**config.mk**
```make
export PLATFORM = sky130hd
export DESIGN_NAME = tpu_tile_seq
export DESIGN_NICKNAME = d
export VERILOG_FILES = /design/src/rtl/tpu_tile_seq.sv
export SDC_FILE = /design/constraint.sdc
export NUM_CORES = 2
export LEC_CHECK = 0
export CAP_MARGIN = 20
export CELL_PAD_IN_SITES_DETAIL_PLACEMENT = 2
export CELL_PAD_IN_SITES_GLOBAL_PLACEMENT = 2
export CORE_MARGIN = 1.5
export CORE_UTILIZATION = 30
export DETAILED_ROUTE_END_ITERATION = 10
export GPL_ROUTABILITY_DRIVEN = 0
export HOLD_SLACK_MARGIN = 0.05
export PLACE_DENSITY_LB_ADDON = 0.1
export SLEW_MARGIN = 40
export SYNTH_ARGS = -nofsm -noshare
export SYNTH_HDL_FRONTEND = slang
export SYNTH_SLANG_ARGS = --single-unit
```
**constraint.sdc**
```tcl
create_clock -name clk -period 7.5 [get_ports clk]
set_input_delay 1.5 -clock clk [delete_from_list [all_inputs] [get_ports clk]]
set_output_delay 1.5 -clock clk [all_outputs]
set_load 0.05 [all_outputs]
```
**src/rtl/tpu_tile_seq.sv**
```systemverilog
// Tile sequencer: walks a K x M x N job over an SA_N x SA_N systolic array,
// streaming operand words from the A/B buffers and accumulating per-tile results.
module tpu_tile_seq #(
  parameter int SA_N      = 4,
  parameter int DATA_BITS = 32,
  parameter int ACC_BITS  = 128,
  parameter int ADDR_BITS = 16
) (
  input  logic                      clk,
  input  logic                      rst_n,
  input  logic                      start,
  input  logic [7:0]                K,
  input  logic [7:0]                M,
  input  logic [7:0]                N,
  output logic                      busy,
  output logic                      idle,
  output logic                      done,
  output logic                      err,
  output logic [ADDR_BITS-1:0]      a_addr,
  output logic [ADDR_BITS-1:0]      b_addr,
  input  logic [DATA_BITS-1:0]      a_rdata,
  input  logic [DATA_BITS-1:0]      b_rdata,
  output logic [SA_N*DATA_BITS-1:0] a_buf,
  output logic [SA_N*DATA_BITS-1:0] b_buf,
  output logic                      sa_clr,
  output logic                      sa_go,
  input  logic                      sa_done,
  input  logic [SA_N*ACC_BITS-1:0]  sa_result,
  output logic                      c_we,
  output logic [ADDR_BITS-1:0]      c_addr,
  output logic [ACC_BITS-1:0]       c_wdata
);

  localparam int CW = $clog2(SA_N + 2);

  typedef enum logic [2:0] {
    S_IDLE, S_LOAD, S_COMPUTE, S_ACCUM, S_WRITE, S_NEXT
  } state_t;

  function automatic logic [7:0] tiles(input logic [7:0] d);
    logic [8:0] s;
    s = {1'b0, d} + 9'(SA_N - 1);
    return 8'(s / 9'(SA_N));
  endfunction

  state_t                           state_q, state_d;
  logic [CW-1:0]                    cyc_q, cyc_d;
  logic [7:0]                       kt_q, kt_d, mt_q, mt_d, nt_q, nt_d;
  logic [7:0]                       k_q, k_d, m_q, m_d;
  logic [7:0]                       ktn_q, ktn_d, mtn_q, mtn_d, ntn_q, ntn_d;
  logic [SA_N-1:0][ACC_BITS-1:0]    acc_q, acc_d;
  logic [SA_N*ACC_BITS-1:0]         res_q, res_d;
  logic [SA_N*DATA_BITS-1:0]        abuf_q, abuf_d, bbuf_q, bbuf_d;
  logic                             busy_q, busy_d, done_q, done_d, err_q, err_d;
  logic                             sa_clr_q, sa_clr_d, sa_go_q, sa_go_d;
  logic                             c_we_q, c_we_d;
  logic [ADDR_BITS-1:0]             a_addr_q, a_addr_d, b_addr_q, b_addr_d;
  logic [ADDR_BITS-1:0]             c_addr_q, c_addr_d;
  logic [ACC_BITS-1:0]              c_wdata_q, c_wdata_d;

  // State register and registered outputs, synchronous active-low reset
  always_ff @(posedge clk) begin
    if (!rst_n) begin
      state_q   <= S_IDLE;
      cyc_q     <= '0;
      kt_q      <= '0;
      mt_q      <= '0;
      nt_q      <= '0;
      k_q       <= '0;
      m_q       <= '0;
      ktn_q     <= '0;
      mtn_q     <= '0;
      ntn_q     <= '0;
      acc_q     <= '0;
      res_q     <= '0;
      abuf_q    <= '0;
      bbuf_q    <= '0;
      busy_q    <= 1'b0;
      done_q    <= 1'b0;
      err_q     <= 1'b0;
      sa_clr_q  <= 1'b1;
      sa_go_q   <= 1'b0;
      c_we_q    <= 1'b0;
      a_addr_q  <= '0;
      b_addr_q  <= '0;
      c_addr_q  <= '0;
      c_wdata_q <= '0;
    end else begin
      state_q   <= state_d;
      cyc_q     <= cyc_d;
      kt_q      <= kt_d;
      mt_q      <= mt_d;
      nt_q      <= nt_d;
      k_q       <= k_d;
      m_q       <= m_d;
      ktn_q     <= ktn_d;
      mtn_q     <= mtn_d;
      ntn_q     <= ntn_d;
      acc_q     <= acc_d;
      res_q     <= res_d;
      abuf_q    <= abuf_d;
      bbuf_q    <= bbuf_d;
      busy_q    <= busy_d;
      done_q    <= done_d;
      err_q     <= err_d;
      sa_clr_q  <= sa_clr_d;
      sa_go_q   <= sa_go_d;
      c_we_q    <= c_we_d;
      a_addr_q  <= a_addr_d;
      b_addr_q  <= b_addr_d;
      c_addr_q  <= c_addr_d;
      c_wdata_q <= c_wdata_d;
    end
  end

  // Next-state sequencing; outputs are precomputed from the next state so they register in step
  always_comb begin
    logic [31:0] kbase_s;
    logic [31:0] row_s;
    state_d = state_q;
    cyc_d   = cyc_q;
    kt_d    = kt_q;
    mt_d    = mt_q;
    nt_d    = nt_q;
    k_d     = k_q;
    m_d     = m_q;
    ktn_d   = ktn_q;
    mtn_d   = mtn_q;
    ntn_d   = ntn_q;
    acc_d   = acc_q;
    res_d   = res_q;
    done_d  = 1'b0;
    err_d   = 1'b0;

    // Word i arrives one cycle after its address; words past K are zero padding
    kbase_s = 32'(kt_q) * 32'(SA_N);
    for (int i = 0; i < SA_N; i++) begin
      abuf_d[i*DATA_BITS +: DATA_BITS] = (state_q == S_LOAD && cyc_q == CW'(i + 1)) ?
          (((kbase_s + 32'(i)) >= 32'(k_q)) ? '0 : a_rdata) : abuf_q[i*DATA_BITS +: DATA_BITS];
      bbuf_d[i*DATA_BITS +: DATA_BITS] = (state_q == S_LOAD && cyc_q == CW'(i + 1)) ?
          (((kbase_s + 32'(i)) >= 32'(k_q)) ? '0 : b_rdata) : bbuf_q[i*DATA_BITS +: DATA_BITS];
    end

    case (state_q)
      S_IDLE: begin
        if (start) begin
          if (K == 8'd0 || M == 8'd0 || N == 8'd0) begin
            err_d = 1'b1;
          end else begin
            k_d     = K;
            m_d     = M;
            ktn_d   = tiles(K);
            mtn_d   = tiles(M);
            ntn_d   = tiles(N);
            kt_d    = 8'd0;
            mt_d    = 8'd0;
            nt_d    = 8'd0;
            cyc_d   = '0;
            acc_d   = '0;
            state_d = S_LOAD;
          end
        end else begin
          state_d = S_IDLE;
        end
      end
      S_LOAD: begin
        if (cyc_q == CW'(SA_N)) begin
          cyc_d   = '0;
          state_d = S_COMPUTE;
        end else begin
          cyc_d = cyc_q + CW'(1);
        end
      end
      S_COMPUTE: begin
        if (sa_done) begin
          res_d   = sa_result;
          state_d = S_ACCUM;
        end else begin
          state_d = S_COMPUTE;
        end
      end
      S_ACCUM: begin
        for (int r = 0; r < SA_N; r++) begin
          acc_d[r] = acc_q[r] + res_q[r*ACC_BITS +: ACC_BITS];
        end
        cyc_d = '0;
        if (kt_q < ktn_q - 8'd1) begin
          kt_d    = kt_q + 8'd1;
          state_d = S_LOAD;
        end else begin
          state_d = S_WRITE;
        end
      end
      S_WRITE: begin
        if (cyc_q == CW'(SA_N - 1)) begin
          cyc_d   = '0;
          state_d = S_NEXT;
        end else begin
          cyc_d = cyc_q + CW'(1);
        end
      end
      S_NEXT: begin
        kt_d  = 8'd0;
        cyc_d = '0;
        acc_d = '0;
        if (mt_q == mtn_q - 8'd1) begin
          mt_d = 8'd0;
          if (nt_q == ntn_q - 8'd1) begin
            state_d = S_IDLE;
            done_d  = 1'b1;
          end else begin
            nt_d    = nt_q + 8'd1;
            state_d = S_LOAD;
          end
        end else begin
          mt_d    = mt_q + 8'd1;
          state_d = S_LOAD;
        end
      end
      default: begin
        state_d = S_IDLE;
      end
    endcase

    busy_d   = (state_d != S_IDLE);
    sa_clr_d = (state_d == S_IDLE) || (state_d == S_LOAD);
    sa_go_d  = (state_d == S_COMPUTE) && (state_q == S_LOAD);

    if (state_d == S_LOAD && cyc_d < CW'(SA_N)) begin
      a_addr_d = ADDR_BITS'(32'(mt_d) * 32'(k_d) + 32'(kt_d) * 32'(SA_N) + 32'(cyc_d));
      b_addr_d = ADDR_BITS'(32'(nt_d) * 32'(k_d) + 32'(kt_d) * 32'(SA_N) + 32'(cyc_d));
    end else begin
      a_addr_d = '0;
      b_addr_d = '0;
    end

    // Rows beyond M are padding and never written back
    row_s     = 32'(mt_d) * 32'(SA_N) + 32'(cyc_d);
    c_we_d    = (state_d == S_WRITE) && (row_s < 32'(m_d));
    c_addr_d  = (state_d == S_WRITE) ? ADDR_BITS'(32'(nt_d) * 32'(m_d) + row_s) : '0;
    c_wdata_d = '0;
    for (int j = 0; j < SA_N; j++) begin
      c_wdata_d = (state_d == S_WRITE && cyc_d == CW'(j)) ? acc_d[j] : c_wdata_d;
    end
  end

  assign busy    = busy_q;
  assign idle    = ~busy_q;
  assign done    = done_q;
  assign err     = err_q;
  assign a_addr  = a_addr_q;
  assign b_addr  = b_addr_q;
  assign a_buf   = abuf_q;
  assign b_buf   = bbuf_q;
  assign sa_clr  = sa_clr_q;
  assign sa_go   = sa_go_q;
  assign c_we    = c_we_q;
  assign c_addr  = c_addr_q;
  assign c_wdata = c_wdata_q;

endmodule

```
==> results.json <==
{
  "yosys.cell_types.count": 103,
  "grt_pass1_wl_mm": 750,
  "p_leak_nw": 46.0,
  "maxSlewHeadroom": 0.312,
  "fin_ws_ps": 258,
  "path_buf_inv": 6,
  "cpLargestDelayFamily": "adder cells",
  "slowest_stage": "fa_1",
  "grt.total_usage": 0.312,
  "drt_iter0_drc": 7095,
  "grt_start_max_net_pins": 189,
  "reg2regPathDepth": 36,
  "cts_tree": "done",
  "min_to": "res_q[471]",
  "grt_remaining_overflow": 0,
  "finalHoldViolCount": 0,
  "routedWlPerCell_um": 29.6,
  "status": "complete, no violations",
  "top_layer": "met5",
  "synthToLayoutAreaGrowth_pct": 23.9,
  "yosysSeqAreaShare": 0.321,
  "num_rows": 206,
  "power_density_nw_per_um2": 163,
  "fin_cells": 17600,
  "min-delay-start": "res_q[471]",
  "hpwl_mm": 416,
  "synthesis.area_sq_um": 95300,
  "die-area_sq_um": 321000,
  "cts_buffers": 196,
  "die_w_um": 567,
  "drv_cap": 0,
  "ir_worst_vdd_uv": 173,
  "cts-htree-levels": 4,
  "synth_top_cell_by_area": "dfxtp_1",
  "clkLatencyLatePin_ps": 900,
  "timing.final.crit_share": 0.966,
  "vias": 99900,
  "path_clk_slew_ps": 60,
  "worstPathMaxFanout": 3,
  "async_flop_share": 0,
  "avgSynthCellArea_sq_um": 7.64,
  "syn_nets": 13900,
  "ys_ff_latch": 1529,
  "yosys-top-cells-area": "dfxtp_1 32%, ha_1 8.6%, nand2_1 7.9%",
  "antenna_found_initial": 80,
  "routed_via_density": 5.67,
  "synth_edf_count": 0,
  "start_util": 0.302,
  "synthFlopType": "dfxtp_1",
  "grt_pass1_vias": 105000,
  "p_total_w": 0.0193,
  "arrival_ps": 7960,
  "drc": 0,
  "final_cell_area_sq_um": 118000,
  "setup_violations": 0,
  "r2r-end": "c_addr[15]",
  "dp.cells": 17200,
  "clockBufferDepth": 4,
  "clock_sinks": 1529,
  "wl_mm": 522,
  "cpPeakStageDelay_ps": 580,
  "cp-end-kind": "register",
  "drtAntennaViolNets": 0,
  "met1_length_mm": 232,
  "fin_worst_skew_ps": 72.8,
  "dpl_cell_area_sq_um": 111000,
  "startpoint_type": "input pin",
  "wl_met2_mm": 236,
  "core-area_sq_um": 315000,
  "crit_type": "input pin to register",
  "r2r_start": "mtn_q[0]",
  "finalCriticalPeriod_ps": 7240,
  "worst_pin_slew_ps": 1020,
  "yosysWarnings": 0,
  "fin_util": 0.374,
  "drive_gt1_frac": 0.0665,
  "hold_path_class": "register to register",
  "worstPathRequired_ps": 8220,
  "synth_top_area_share": 0.321,
  "reg2reg_slack_ps": 380,
  "die_h_um": 567,
  "post-place-ws_ps": -990,
  "slew_violations": 0,
  "io_buffers": 1042,
  "firstDrtPassIters": 6,
  "cts-root-buf": "clkbuf_16",
  "fin_nets": 14700,
  "fmax_ghz": 0.138,
  "dr_wl_met3_mm": 32.2,
  "boundaryPins": 1043,
  "synthCells": 12500,
  "worstHoldPathCells": 2
}
[layout make-up]
class | count | area, sq um
Clock inverter | 77 | 943
Sequential cell | 1529 | 30600
Tap cell | 4160 | 5200
Timing Repair Buffer | 1439 | 13700
Inverter | 452 | 1710
Multi-Input combinational cell | 9646 | 60200
Clock buffer | 277 | 5640
Antenna cell | 25 | 62.6
Fill cell | 36000 | 197000
[worst reg2reg max path, delay by kind of cell (launching register included)]
kind,cells,cell delay [ps]
buffers and inverters,6,760
adder cells (fa/ha/maj),5,2000
XOR/XNOR,2,470
AND/OR/NAND/NOR,10,1440
flip-flops,1,370
AO/OA/AOI/OAI,13,1930
[synth_stat cells, types with 15 or more instances]
library cell and count:
a211oi_1 77, a21boi_0 33, a21o_1 329, a21oi_1 1424, a221o_1 19, a221oi_1 50, a222oi_1 15, a22o_1 52
a22oi_1 418, a31oi_1 77, a32oi_1 15, a41oi_1 15, and2_1 255, and3_1 35, and4_1 16, buf_1 85
buf_2 45, clkbuf_1 718, dfxtp_1 1529, fa_1 143, ha_1 653, inv_1 449, mux2i_1 30, nand2_1 1997
nand2b_1 80, nand3_1 236, nand4_1 271, nor2_1 1085, nor2b_1 52, nor3_1 116, nor4_1 39, o211ai_1 36
o21a_1 114, o21ai_0 746, o21ai_1 84, o21bai_1 158, o221ai_1 20, o22ai_1 28, o31ai_1 44, or2_2 32
or3_1 58, or4_1 18, xnor2_1 351, xor2_1 214
[sequential cells by signal, indices dropped and copies added (netlist names), 16 cells and up]
| name | count |
|---|---|
| b_buf | 128 |
| c_addr | 16 |
| a_addr | 16 |
| b_addr | 16 |
| res_q | 512 |
| acc_q | 512 |
| c_wdata | 128 |
| a_buf | 128 |
[what timing repair did]
action	4_1_cts	5_1_grt
buffers inserted	0	7
hold buffers	0	0
endpoints found under the setup margin	8	14
resized for setup	16	41
pin swaps	5	25
[where the power goes]
| part | total [W] | switching, W | leakage, nW | internal [W] |
|---|---|---|---|---|
| Sequential | 0.00818 | 0.0000302 | 12.3 | 0.00815 |
| Clock | 0.00997 | 0.00414 | 3.25 | 0.00583 |
| Combinational | 0.00114 | 0.000671 | 30.5 | 0.000469 |
| Total | 0.0193 | 0.00484 | 46.0 | 0.0144 |
[metrics by stage]
stage                     hold slack, ps  TNS (ps)
after floorplan                      440         0
after global placement               447     -5510
after detailed placement             454     -8550
after CTS                            462         0
after global routing                 481     -45.4
final                                464         0
[layer usage]
metal	up-vias	global-route usage
met3	684	0.0550
met5	-	0
met2	2834	0.507
met1	51000	0.412
met4	42	0.113
li1	45400	-
[cells by family (layout without fill, tap and decap cells)]
group / count (synthesis) / count (layout) / share of synthesized area
flops: 1529 / 1529 / 0.321
mux: 30 / 30 / 0.00315
xor+xnor: 565 / 565 / 0.0519
compound gates: 3922 / 3922 / 0.255
other cells: 0 / 25 / 0
buf+inv: 1304 / 2245 / 0.0520
simple gates: 4333 / 4333 / 0.201
fa+ha+maj: 796 / 796 / 0.116
[cell usage in the layout (no fill, tap or decap), types with 36 or more instances in the layout]
master	instances
nand4_1	271
ha_1	650
or3_1	58
a22oi_1	418
a31oi_1	76
clkbuf_16	198
nand2_1	1991
nand3_1	232
buf_4	361
o31ai_1	41
clkinv_2	40
nand2b_1	80
nor2b_1	51
and2_1	253
o21ai_1	105
fa_1	143
a21o_1	328
o21bai_1	158
o21a_1	113
o21ai_0	720
xor2_1	214
a22o_1	52
clkdlybuf4s50_1	1033
dfxtp_1	1527
a211oi_1	74
a221oi_1	49
nor3_1	115
inv_1	446
clkbuf_1	40
nor2_1	1071
o211ai_1	36
clkbuf_8	40
a21oi_1	1409
xnor2_1	349
[worst max path at each step]
stage                     start    endpoint  slack (ps)  cells past startpoint
final                      N[4]  c_addr[15]         260                     35
after global routing       M[2]  c_addr[14]         -30                     33
after CTS                  N[6]  c_addr[15]          20                     33
after detailed placement   N[3]  c_addr[15]        -990                     33
after global placement     M[0]  c_addr[15]        -860                     33
after floorplan            K[0]  c_addr[15]           6                     37
(Power assumes the default switching activity.)
